[config.mk]
export PLATFORM = sky130hd
export DESIGN_NAME = iq_enq_alloc_multi
export DESIGN_NICKNAME = d
export VERILOG_FILES = /design/src/rtl/iq_pkg.sv /design/src/rtl/iq_circ_pick.sv /design/src/rtl/iq_enq_alloc_multi.sv
export SDC_FILE = /design/constraint.sdc
export NUM_CORES = 1
export LEC_CHECK = 0
export ABC_AREA = 0
export BUFFER_PORTS_ARGS = -buffer_cell sky130_fd_sc_hd__buf_4
export CORE_ASPECT_RATIO = 1.2
export CORE_MARGIN = 10
export CORE_UTILIZATION = 47
export CTS_BUF_LIST = sky130_fd_sc_hd__clkbuf_8
export CTS_CLUSTER_DIAMETER = 100
export CTS_CLUSTER_SIZE = 14
export DETAILED_ROUTE_END_ITERATION = 8
export PLACE_DENSITY = 0.71
export SYNTH_ARGS = -nofsm -noshare
export SYNTH_HDL_FRONTEND = slang
export SYNTH_SLANG_ARGS = --single-unit
[constraint.sdc]
create_clock -name clock -period 24.7 [get_ports clock]
set_input_delay 7.41 -clock clock [delete_from_list [all_inputs] [get_ports clock]]
set_output_delay 7.41 -clock clock [all_outputs]
set_load 0.02 [all_outputs]
[src/rtl/iq_pkg.sv]
// Shared issue-queue definitions: default sizes, the allocator state type and
// one-hot helpers that work on any queue depth up to IQ_MAX_DEPTH.
package iq_pkg;

  localparam int IQ_DEPTH     = 8;
  localparam int IQ_ENQ_WIDTH = 2;
  localparam int IQ_MAX_DEPTH = 64;

  typedef enum logic {IQ_ALLOC_RUN, IQ_ALLOC_FLUSHED} iq_alloc_state_e;

  typedef logic [IQ_MAX_DEPTH-1:0] iq_vec_t;

  // Rotate left by one inside a 'width'-bit field, so bit width-1 wraps to bit 0.
  function automatic iq_vec_t rotl1(input iq_vec_t v, input int width);
    iq_vec_t mask;
    iq_vec_t r;
    mask = (width >= IQ_MAX_DEPTH) ? '1 : ((iq_vec_t'(1) << width) - iq_vec_t'(1));
    r    = {v[IQ_MAX_DEPTH-2:0], 1'b0} & mask;
    r[0] = v[6'(width - 1)];
    return r;
  endfunction

  function automatic iq_vec_t highest_set_oh(input iq_vec_t v);
    iq_vec_t r;
    r = '0;
    for (int i = 0; i < IQ_MAX_DEPTH; i++) begin
      if (v[i]) begin
        r    = '0;
        r[i] = 1'b1;
      end
    end
    return r;
  endfunction

endpackage

[src/rtl/iq_circ_pick.sv]
// Circular first-one picker: returns the first set bit of req at or after the
// one-hot base, wrapping from bit WIDTH-1 to bit 0.
module iq_circ_pick #(
  parameter int WIDTH = 8
) (
  input  logic [WIDTH-1:0] req,
  input  logic [WIDTH-1:0] base_oh,
  output logic [WIDTH-1:0] gnt_oh
);

  logic [2*WIDTH-1:0] dbl;
  logic [2*WIDTH-1:0] first;

  // Lower copy keeps only bits at/above the base; the upper copy covers the wrap.
  always_comb begin
    dbl    = {req, req & ~(base_oh - WIDTH'(1))};
    first  = dbl & (~dbl + (2*WIDTH)'(1));
    gnt_oh = first[WIDTH-1:0] | first[2*WIDTH-1:WIDTH];
  end

endmodule

[src/rtl/iq_enq_alloc_multi.sv]
// Multi-port enqueue slot allocator: hands in-order dispatch requests distinct
// free issue-queue entries, searching circularly from a registered pointer.
module iq_enq_alloc_multi
  import iq_pkg::*;
#(
  parameter int DEPTH     = IQ_DEPTH,
  parameter int ENQ_WIDTH = IQ_ENQ_WIDTH
) (
  input  logic                       clock,
  input  logic                       reset,
  input  logic                       flush,
  input  logic [DEPTH-1:0]           valid_vec,
  input  logic [DEPTH-1:0]           deq_ptr_oh,
  input  logic [ENQ_WIDTH-1:0]       enq_req,
  output logic [ENQ_WIDTH-1:0]       enq_gnt,
  output logic [ENQ_WIDTH*DEPTH-1:0] enq_slot_oh,
  output logic [DEPTH-1:0]           enq_ptr_oh,
  output logic [$clog2(DEPTH):0]     free_cnt,
  output logic                       alloc_busy
);

  localparam int CNT_W = $clog2(DEPTH) + 1;

  iq_alloc_state_e state;

  logic [DEPTH-1:0] free;
  logic [DEPTH-1:0] used;
  logic [DEPTH-1:0] rem;
  logic [DEPTH-1:0] last_slot;
  logic [DEPTH-1:0] next_base;
  logic [DEPTH-1:0] rem_pick;
  logic [DEPTH-1:0] ptr_flush;
  logic [DEPTH-1:0] ptr_next;
  logic [DEPTH-1:0] avail [ENQ_WIDTH];
  logic [DEPTH-1:0] cand  [ENQ_WIDTH];
  logic             allow;
  logic             chain;

  assign free  = ~valid_vec;
  assign allow = ~reset & ~flush & (state == IQ_ALLOC_RUN);

  // NOTE: every always_comb output gets a default first so no path can infer a latch.
  always_comb begin
    free_cnt = '0;
    for (int i = 0; i < DEPTH; i++) begin
      free_cnt = free_cnt + CNT_W'(free[i]);
    end
  end

  // Each port searches what the older ports left behind, all from the same base.
  assign avail[0] = free;

  for (genvar p = 0; p < ENQ_WIDTH; p++) begin : g_port
    iq_circ_pick #(.WIDTH(DEPTH)) u_pick (
      .req     (avail[p]),
      .base_oh (enq_ptr_oh),
      .gnt_oh  (cand[p])
    );
    if (p + 1 < ENQ_WIDTH) begin : g_next
      assign avail[p+1] = avail[p] & ~cand[p];
    end
  end

  always_comb begin
    enq_gnt     = '0;
    enq_slot_oh = '0;
    used        = '0;
    last_slot   = '0;
    chain       = allow;
    for (int p = 0; p < ENQ_WIDTH; p++) begin
      chain      = chain & enq_req[p] & (free_cnt >= CNT_W'(p + 1));
      enq_gnt[p] = chain;
      if (chain) begin
        enq_slot_oh[p*DEPTH +: DEPTH] = cand[p];
        used                          = used | cand[p];
        last_slot                     = cand[p];
      end
    end
  end

  assign rem = free & ~used;

  always_comb begin
    next_base = DEPTH'(rotl1(iq_vec_t'(last_slot), DEPTH));
    ptr_flush = DEPTH'(rotl1(highest_set_oh(iq_vec_t'(valid_vec)), DEPTH));
  end

  iq_circ_pick #(.WIDTH(DEPTH)) u_ptr_pick (
    .req     (rem),
    .base_oh (next_base),
    .gnt_oh  (rem_pick)
  );

  always_comb begin
    ptr_next = enq_ptr_oh;
    if (state == IQ_ALLOC_FLUSHED) begin
      ptr_next = (|valid_vec) ? ptr_flush : deq_ptr_oh;
    end else if (rem == '0) begin
      ptr_next = deq_ptr_oh;
    end else if (|enq_gnt) begin
      ptr_next = rem_pick;
    end
  end

  // NOTE: sequential state uses non-blocking assignments so all flops update together.
  always_ff @(posedge clock) begin
    if (reset) begin
      state      <= IQ_ALLOC_RUN;
      enq_ptr_oh <= DEPTH'(1);
    end else begin
      state      <= flush ? IQ_ALLOC_FLUSHED : IQ_ALLOC_RUN;
      enq_ptr_oh <= ptr_next;
    end
  end

  assign alloc_busy = (state == IQ_ALLOC_FLUSHED) & ~reset;

  a_ptr_onehot: assert property (@(posedge clock) disable iff (reset) $onehot(enq_ptr_oh));
  a_disjoint:   assert property (@(posedge clock) $countones(used) == $countones(enq_gnt));
  a_subset:     assert property (@(posedge clock) (used & valid_vec) == '0);

  for (genvar p = 0; p < ENQ_WIDTH; p++) begin : g_slot_chk
    a_slot_onehot0: assert property (@(posedge clock) $onehot0(enq_slot_oh[p*DEPTH +: DEPTH]));
  end

endmodule

# == Word level (Yosys, flattened, before mapping) ==
# Cells that the tools add are included.
# word_totals
reg_bits,9
out_inout_bits,31
word_cells,67
# op_classes
addsub,12
n_lt_le_gt_ge,2
mux,17
bitwise,30
n_reduce_logical,4
# ops
operator,count
8-bit two-way mux,15
"16-bit by 1-bit adder with 16-bit output, second input constant",3
16-bit AND,3
16-bit inverter,3
8-bit AND,5
8-bit inverter,5
8-bit OR,4
4-bit by 1-bit adder with 4-bit output,4
"8-bit by 1-bit subtractor with 8-bit output, second input constant",2
8-bit logical NOT,1
8-bit OR reduction,1
1-bit AND,7
3-bit by 1-bit adder with 4-bit output,1
"4-bit by 1-bit >= comparator with 1-bit output, second input constant",1
"4-bit by 2-bit >= comparator with 1-bit output, second input constant",1
2-bit by 1-bit adder with 3-bit output,1
1-bit inverter,3
3-bit nonzero test,1
1-bit by 1-bit adder with 2-bit output,1
1-bit two-way mux,2
2-bit OR reduction,1

# == Depth between registers and ports, before layout ==
# Gate-level depths: netlist of run 1.
# logic_depth
depth_word,26
mapped_depth,22

# == Cells and area by module ==
# From an unflattened synthesis of run 1, not the netlist that was laid out.
# unflattened
cells_unflattened,383
area_unflattened_um2,2670.1
# by_module_without_submodules
module,instances,cells_each,area_per_inst_um2,seq_area_each_um2
iq_enq_alloc_multi,1,215,1517.7,180.2
iq_circ_pick,3,56,384.1,0.0

# == Worst setup path before layout of run 1 ==
# Ideal clock, no wire load.
# synth_timing
path_kind,input to output
from,input port valid_vec[0]
to,output port enq_slot_oh[13]
arrival_ps,11166
setup_slack_ps,6124
cell_stages,14
n_path_buf,2
path_cell_list,fa_1 inv_1 fa_1 fa_1 ha_1 fa_1 and2_1 a21oi_1 o211ai_1 inv_1 clkbuf_1 clkbuf_1 and4_1 or2_2
# synth_lines
item,line,source
"start, declared",iq_enq_alloc_multi.sv:12,"input logic [DEPTH-1:0] valid_vec,"
8-bit inverter *,iq_enq_alloc_multi.sv:39,assign free = ~valid_vec;
1-bit by 1-bit adder with 2-bit output *,iq_enq_alloc_multi.sv:46,free_cnt = free_cnt + CNT_W'(free[i]);
2-bit by 1-bit adder with 3-bit output *,iq_enq_alloc_multi.sv:46,
3-bit by 1-bit adder with 4-bit output *,iq_enq_alloc_multi.sv:46,
4-bit by 1-bit adder with 4-bit output * (4 in series),iq_enq_alloc_multi.sv:46,
4-bit by 1-bit >= comparator with 1-bit output,iq_enq_alloc_multi.sv:71,chain = chain & enq_req[p] & (free_cnt >= CNT_W'(p + 1));
1-bit AND (2 in series),iq_enq_alloc_multi.sv:71,
1-bit AND *,iq_enq_alloc_multi.sv:71,
named net chain,iq_enq_alloc_multi.sv:37,logic chain;
8-bit two-way mux *,iq_enq_alloc_multi.sv:73,if (chain) begin
"end, declared",iq_enq_alloc_multi.sv:16,"output logic [ENQ_WIDTH*DEPTH-1:0] enq_slot_oh,"
# Mark *: on every way through the listed nets, which the timed path passes. The rest lies on a longest branch.

# == Final worst setup path of run 1 ==
# layout_timing
from,input port valid_vec[0]
to,output port enq_slot_oh[15]
# layout_via
elab_chain_len,14
# layout_rtl
item,line
8-bit inverter *,iq_enq_alloc_multi.sv:39
"parallel branches: the longest is 12 deep, another holds 3-bit by 1-bit adder with 4-bit output",--
8-bit two-way mux *,iq_enq_alloc_multi.sv:73
# Mark *: on every way between the ends.

==> impl_results.md, run 1 <==
- Synthesized net count: between 400 and 500
- IO Count: 52
- Most common cell after layout, fill and taps aside: buf_4
- Final net count: 459
- CTS tree: done
- YS warnings: 0
- Cts hold-fix bufs: 0
- RePlAce Congestion: between 0.9 and 1
- Post-route ant nets: 0
- Post-CTS Setup Inserts: 0
- Dpl cell area: between 3000 and 4000 um^2
- IO Port Bufs: between 50 and 60
- Slew HR: 0.338
- H-tree depth: 1
- Skew final: around 0.0023 ns
- Final Setup Violations: 0
- Critical path arrival: ~12 ns
- Number of global-route vias before repair: between 3000 and 4000
- Post-synth EDFFs: 0
- Hold crit path type: reg -> reg
- Critical path class: in -> out
- Routed wire per std cell: roughly 22 um
- Cell Pwr Density: ~36 nW/um^2
- Post-Syn Area: roughly 2800 um^2
- Inserted Diodes: 0
- Setup TNS Final: 0 ns
- Max Clk Rate: between 50 and 60 MHz
- Routed wire length: about 11000 um
- CTS Sinks: 9
- CP Max Fanout: 23
- Synth unique cells: 89
- Die height: between 100 and 150 um
- Seq cells post-synth: 9
- Dominant synthesized flop cell: dfxtp_1
- Most Frequent Cell on Critical Path: fa_1
- Max-Cap Viols: 0
- CTS root buf: clkbuf_8
- Gr usage total: 0.222
- Area Growth Syn to Fin: 15.0%
- Initial DRC Count: a little under 300
- Initial antenna violation count: 0
- Unrepaired setup endpoints after global routing: false
- Fin crit share: 0.793
- # fillers: ~640
- Buffers plus inverters on the worst setup path: 5
- First-pass GRT wire length: 17700 um
- Slew Limit Fails: 0
- Die area: around 9600 um^2
- Slew @ Worst Pin: a little under 1 ns
- Hold slack: 0.677 ns
- Status: finished clean
- Worst skew pair latency: roughly 0.23 ns
- Post-route cell area: 3270 um^2
- Final Critical Period: around 20 ns
- First-pass DRT Iterations: 5
- Gate Count Post-Synth: between 300 and 400
- Hold Vio Cnt, Final: 0
- Crit. End Element: output pin
- CP delay by family, top: adder cells
- Critical path's slowest cell: fa_1
- Worst Setup Slack, final: 5.11 ns
- Syn Area/Cell: 7.30 um^2
- WP data required: between 15 and 20 ns
- Layout cells sized above 1: 0.254
- CP peak stage delay: roughly 0.54 ns
- Sequential share of the synthesized area: 0.0633
- VDD IR max: just over 30 uV
- Overall power: 118 uW
- Die X: ~91 um
- Vias: 3366
- TritonCTS Buffers: 3
- Drt drc: 0
- Place WS: approximately 5.2 ns
- Initial core utilization: 0.476
- Clock buffer depth: 2
- Core Footprint: 5970 um^2
- Grt ovf: 0
- Most frequent cells in the layout: buf_4, nor2_1, nand2_1
- Largest net degree at the start of global routing: 24
- Resize count post-CTS: 0
- CP cell instances: buf_4 -> fa_1 -> inv_1 -> fa_1 -> fa_1 -> ha_1 -> fa_1 -> and2_1 -> a21oi_1 -> o211ai_1 -> buf_4 -> inv_1 -> nand2_1 -> nor3_1 -> a31o_2 -> buf_4
- Async S/R FF share, synth: 0
- Final HPWL DP: approximately 9000 um
- Leakage power: 1.28 nW
- Vias per cell: ~6.6
- Startpoint Class: input pin
- Row cnt: 31
- CTS clk-pin slew, worst paths: about 0.040 ns
## metal layers
metal  wire, um  GRT usage
met1       4300      0.262
met2       5480      0.389
met3        782     0.0256
met4        511      0.105
met5          0          0
## worst min-delay path: stages (launching register included)
cell and delay (ns):
dfxtp_1 0.35, o21ai_0 0.23, a21oi_1 0.05
## final cells by class
cell class	count	area, um^2	share of cell area
clock inverter	1	3.75	0.00115
timing repair buffer	54	405	0.124
multi-input combinational	337	2460	0.752
clock buffer	3	41.3	0.0126
tap	82	103	0.0314
inverter	21	78.8	0.0241
sequential	9	180	0.0551
## per-stage QoR
stage	utilization	instances
after detailed placement	0.540	503
after global routing	0.548	507
after CTS	0.548	507
after global placement	0.540	503
after floorplan	-	390
final	0.548	507
## report_power, final
group          internal (mW)  total, mW  switching (mW)  leakage [nW]
clock network         0.0108     0.0163         0.00552        0.0269
logic                 0.0302     0.0825          0.0523          1.18
registers             0.0157     0.0190         0.00329        0.0739
## cells in the mapped netlist (all sizes together), types with 2 or more instances
| cell type | count | area (um^2) |
|---|---|---|
| nor2 | 44 | 165 |
| nand2 | 28 | 113 |
| nor3 | 24 | 148 |
| a21oi | 23 | 119 |
| inv | 21 | 78.8 |
| nand3 | 18 | 103 |
| o21ai | 16 | 87.6 |
| nand4 | 14 | 115 |
| nor4 | 13 | 143 |
| buf | 12 | 90.1 |
| clkbuf | 11 | 41.3 |
| a211oi | 10 | 85.1 |
| and2 | 9 | 56.3 |
| dfxtp | 9 | 180 |
| nor2b | 9 | 56.3 |
| ha | 8 | 100 |
| o211ai | 8 | 65.1 |
| a31oi | 7 | 50.1 |
| or3 | 7 | 43.8 |
| mux2i | 5 | 70.1 |
| nor3b | 5 | 42.5 |
| o31ai | 5 | 42.5 |
| o41ai | 5 | 77.6 |
| xnor2 | 5 | 43.8 |
| a2111oi | 4 | 47.6 |
| and3 | 4 | 25.0 |
| fa | 4 | 80.1 |
| nand2b | 4 | 25.0 |
| o221ai | 4 | 35.0 |
| o31a | 4 | 35.0 |
| or2 | 4 | 27.5 |
| and4 | 3 | 26.3 |
| mux2 | 3 | 45.0 |
| o21a | 3 | 22.5 |
| xor2 | 3 | 33.8 |
| a211o | 2 | 17.5 |
| a221oi | 2 | 23.8 |
| a31o | 2 | 17.5 |
| nand3b | 2 | 15.0 |
| o2111ai | 2 | 23.8 |
| o22ai | 2 | 12.5 |
| o2bb2a | 2 | 20.0 |
| or4 | 2 | 18.8 |
## final timing paths
| path | cells past startpoint | slack, ns | start | end |
|---|---|---|---|---|
| worst min-delay path | 2 | 0.68 | enq_ptr_oh[7] | enq_ptr_oh[7] |
| worst max-delay path | 16 | 5.11 | valid_vec[0] | enq_slot_oh[15] |
| worst max register to register | 17 | 19.52 | enq_ptr_oh[0] | enq_ptr_oh[5] |
| worst min register to register | 2 | 0.68 | enq_ptr_oh[7] | enq_ptr_oh[7] |
## state kept, by name (all words and copies together) (netlist names)
name        cells
enq_ptr_oh      8
state           1
## kinds of logic after synthesis
kind of cell | after synthesis | share of synthesized area
compound gates | 115 | 0.323
xor+xnor | 8 | 0.0273
fa+ha+maj | 12 | 0.0633
buf+inv | 44 | 0.0739
flops | 9 | 0.0633
mux | 8 | 0.0405
simple gates | 194 | 0.409
Power figures use the tool's default switching activity.
==> run 2: changes to the inputs <==
- ABC_AREA: 0 -> 1
- PLACE_DENSITY: 0.71 -> 0.75
- clock period: 24.7 -> 16.9 ns (I/O delays scaled with it)
==> run 2 against run 1 <==
Against the previous run: sequential cell count did not move; wire length fell by 24%; global-route usage fell by 3.0 points; clock-buffer cell count did not move; register-to-register slack got worse by 6.7 ns; synthesized cell count rose by 16%; critical path depth fell by 1; core utilization rose by 3.5 points; critical endpoint is now enq_slot_oh[9]; largest cell class unchanged.
==> impl_results.md, run 2 <==
- Status: finished clean (unchanged)
- Routed wire length: 8370 um (was 11100 um)
- Unrepaired setup endpoints after global routing: false (unchanged)
- Max-Cap Viols: 0 (unchanged)
- Slew HR: 0.272 (was 0.338)
- Layout cells sized above 1: 0.238 (was 0.254)
- First-pass GRT wire length: 13700 um (was 17700 um)
- Post-Syn Area: 2450 um^2 (was 2850 um^2)
- Leading area contributor after synthesis: nand2_1 (was dfxtp_1)
- Drt drc: 0 (unchanged)
- Largest net degree at the start of global routing: 15 (was 24)
- CTS root buf: clkbuf_8 (unchanged)
- Critical path's slowest cell: nor2_1 (was fa_1)
- Most frequent cells in the layout: nand2_1, inv_1, nand3_1 (was buf_4, nor2_1, nand2_1)
- Max reg flops: 8 (unchanged)
- Clock buffer depth: 2 (unchanged)
- Gr usage total: 0.192 (was 0.222)
- Routed wire per std cell: 14.8 um (was 21.8 um)
- First-pass DRT Iterations: 5 (unchanged)
- Async S/R FF share, synth: 0 (unchanged)
- YS warnings: 0 (unchanged)
- Inserted Diodes: 0 (unchanged)
- Biggest register: enq_ptr_oh (unchanged)
- CP delay by family, top: adder cells (unchanged)
- H-tree depth: 1 (unchanged)
- Startpoint Class: input pin (unchanged)
- Dominant synthesized flop cell: dfxtp_1 (unchanged)
- CTS clk-pin slew, worst paths: 0.04 ns (about the same)
- Max Clk Rate: roughly 70 MHz
- Fin cells: 564 (was 507)
- Skew final: 0.00171 ns (was 0.00234 ns)
- Initial DRC Count: 226 (was 289)
- Leakage power: 1.70 nW (was 1.28 nW)
- Slew Limit Fails: 0 (unchanged)
- IO Port Bufs: 51 (unchanged)
- TritonCTS Buffers: 3 (unchanged)
- Row cnt: 28 (was 31)
- Largest regs: enq_ptr_oh (8), state (1) (unchanged)
- Cts hold-fix bufs: 0 (unchanged)
- Critical path class: in -> out (unchanged)
- Worst skew pair latency: 0.23 ns (about the same)
- Slew @ Worst Pin: 1.09 ns (was 0.968 ns)
- Met3 WL: 626 um (was 782 um)
- Placed Cells: 560 (was 503)
- Synth unique cells: 34 (was 89)
- Post-synth EDFFs: 0 (unchanged)
- Most Frequent Cell on Critical Path: fa_1 (unchanged)
- Cell Pwr Density: 53.8 nW/um^2 (was 36.0 nW/um^2)
- CP peak stage delay: 0.82 ns (was 0.54 ns)
- Die area: 8510 um^2 (was 9580 um^2)
- Hold Vio Cnt, Final: 0 (unchanged)
- VDD IR max: 52.7 uV (was 31.1 uV)
- Area share of the largest cell type after synthesis: 0.179 (was 0.0633)
- Post-synth top cells: nand2_1, inv_1, nand3_1, nor2_1 (was nor2_1, nand2_1, a21oi_1, inv_1, nor3_1)
- Area Growth Syn to Fin: 19.3% (was 15.0%)
- Fin crit share: 0.846
- Number of global-route vias before repair: 2813 (was 3359)
- Met2 WL: 3980 um (was 5480 um)
- Seq cells post-synth: 9 (unchanged)
- Sequential share of the synthesized area: 0.0735 (was 0.0633)
- Vias: 3019 (was 3366)
- Synthesized net count: 486 (was 423)
- Core Footprint: 5010 um^2 (was 5970 um^2)
- Crit. End Element: output pin (unchanged)
- Initial antenna violation count: 0 (unchanged)
- Grt ovf: 0 (unchanged)
- CTS Sinks: 9 (unchanged)
- M1 WL: 3610 um (was 4300 um)
- Final Setup Violations: 0 (unchanged)
- Final Critical Period: about 14 ns
- Critical path arrival: 9.23 ns (was 12.18 ns)
- Setup TNS Final: 0 ns (unchanged)
- WP data required: 11.83 ns (was 17.29 ns)
- Die height: 99.1 um (was 105 um)
- Final net count: 538 (was 459)
- Highest Signal Layer: met4 (unchanged)
- Most common cell after layout, fill and taps aside: nand2_1 (was buf_4)
- Hold crit path type: reg -> reg (unchanged)
- RePlAce Congestion: 0.966 (was 0.964)
- Syn Area/Cell: 5.41 um^2 (was 7.30 um^2)
- Resize count post-CTS: 0 (unchanged)
- IO Count: 52 (unchanged)
- Post-CTS Setup Inserts: 0 (unchanged)
- Vias per cell: 5.35 (was 6.64)
- Initial core utilization: 0.489 (was 0.476)
- Gate Count Post-Synth: 453 (was 390)
- Top post-synthesis cells by area: nand2_1, nand3_1, inv_1 (was dfxtp_1, nor2_1, a21oi_1)
- CTS tree: done (unchanged)
- Most numerous cell in the Yosys netlist: nand2_1 (was nor2_1)
- Buffers plus inverters on the worst setup path: 5 (unchanged)
- Post-route ant nets: 0 (unchanged)
- Die X: 85.9 um (was 91.0 um)
- CP Max Fanout: 14 (was 23)
- Final HPWL DP: 7100 um (was 8850 um)
- CP cell instances: buf_4 -> fa_1 -> inv_1 -> fa_1 -> fa_1 -> ha_1 -> fa_1 -> xor2_1 -> nor3_1 -> nor2_1 -> inv_1 -> nor2_1 -> nand2_2 -> inv_1 -> buf_4 (was buf_4 -> fa_1 -> inv_1 -> fa_1 -> fa_1 -> ha_1 -> fa_1 -> and2_1 -> a21oi_1 -> o211ai_1 -> buf_4 -> inv_1 -> nand2_1 -> nor3_1 -> a31o_2 -> buf_4)
[run 2: cell types whose count changed after synthesis, sizes merged, moves of 13 or more]
| cell | before | now |
|---|---|---|
| nor2 | 44 | 68 |
| a21oi | 23 | 10 |
| nand2 | 28 | 131 |
| nor4 | 13 | 0 |
| inv | 21 | 87 |
| nand3 | 18 | 71 |
[run 2: final cells by class]
cell class	instances	area, um^2
fillers	544	2090
multi-input cells	352	1900
repair buffers	51	383
inverters	88	335
flip-flops and latches	9	180
well taps	60	75.1
clock buffers	3	41.3
clock inverters	1	3.75
[run 2: worst register-to-register path, delay by kind of cell (launching register included)]
family	cells	cell delay (ns)
DFF	1	0.45
adders and majority gates	2	0.60
AOI/OAI and AO/OA	2	0.21
buffers and inverters	4	0.35
xor gates and xnor gates	1	0.19
and+or+nand+nor	21	2.23
[run 2: worst paths after layout]
kind | startpoint | endpoint | slack, ns | depth (start not counted)
hold reg to reg | enq_ptr_oh[7] | enq_ptr_oh[7] | 0.54 | 2
hold / removal | enq_ptr_oh[7] | enq_ptr_oh[7] | 0.54 | 2
setup / recovery | valid_vec[0] | enq_slot_oh[9] | 2.60 | 15
setup reg to reg | enq_ptr_oh[0] | enq_ptr_oh[2] | 12.79 | 30
[run 2: kinds of logic after synthesis]
kind of cell / share of synthesized area
buf+inv: 0.150
xor+xnor: 0.0102
simple gates: 0.599
flops: 0.0735
compound gates: 0.0945
fa+ha+maj: 0.0735
[run 2: per-layer routing]
| metal | up-vias | track usage |
|---|---|---|
| li1 | 1552 | - |
| met1 | 1343 | 0.245 |
| met2 | 111 | 0.317 |
| met3 | 13 | 0.0379 |
| met4 | 0 | 0.0470 |
| met5 | - | 0 |
[run 2: metrics by stage]
step                hold WS, ns  power (mW)  setup slack (ns)  cell area [um^2]  utilization
CTS                       0.537       0.157              2.69              2920        0.583
finish                    0.536       0.157              2.60              2920        0.583
floorplan                 0.547       0.102              3.39              2450            -
detailed placement        0.525       0.132              2.70              2880        0.574
global placement          0.522       0.131              2.74              2880        0.574
global route              0.568       0.171              2.45              2920        0.583
[run 2: power by group]
part	internal [mW]	leakage, nW	switching, mW
clock network	0.0158	0.0269	0.00859
registers	0.0230	0.0740	0.00286
logic	0.0377	1.60	0.0690
total	0.0765	1.70	0.0805
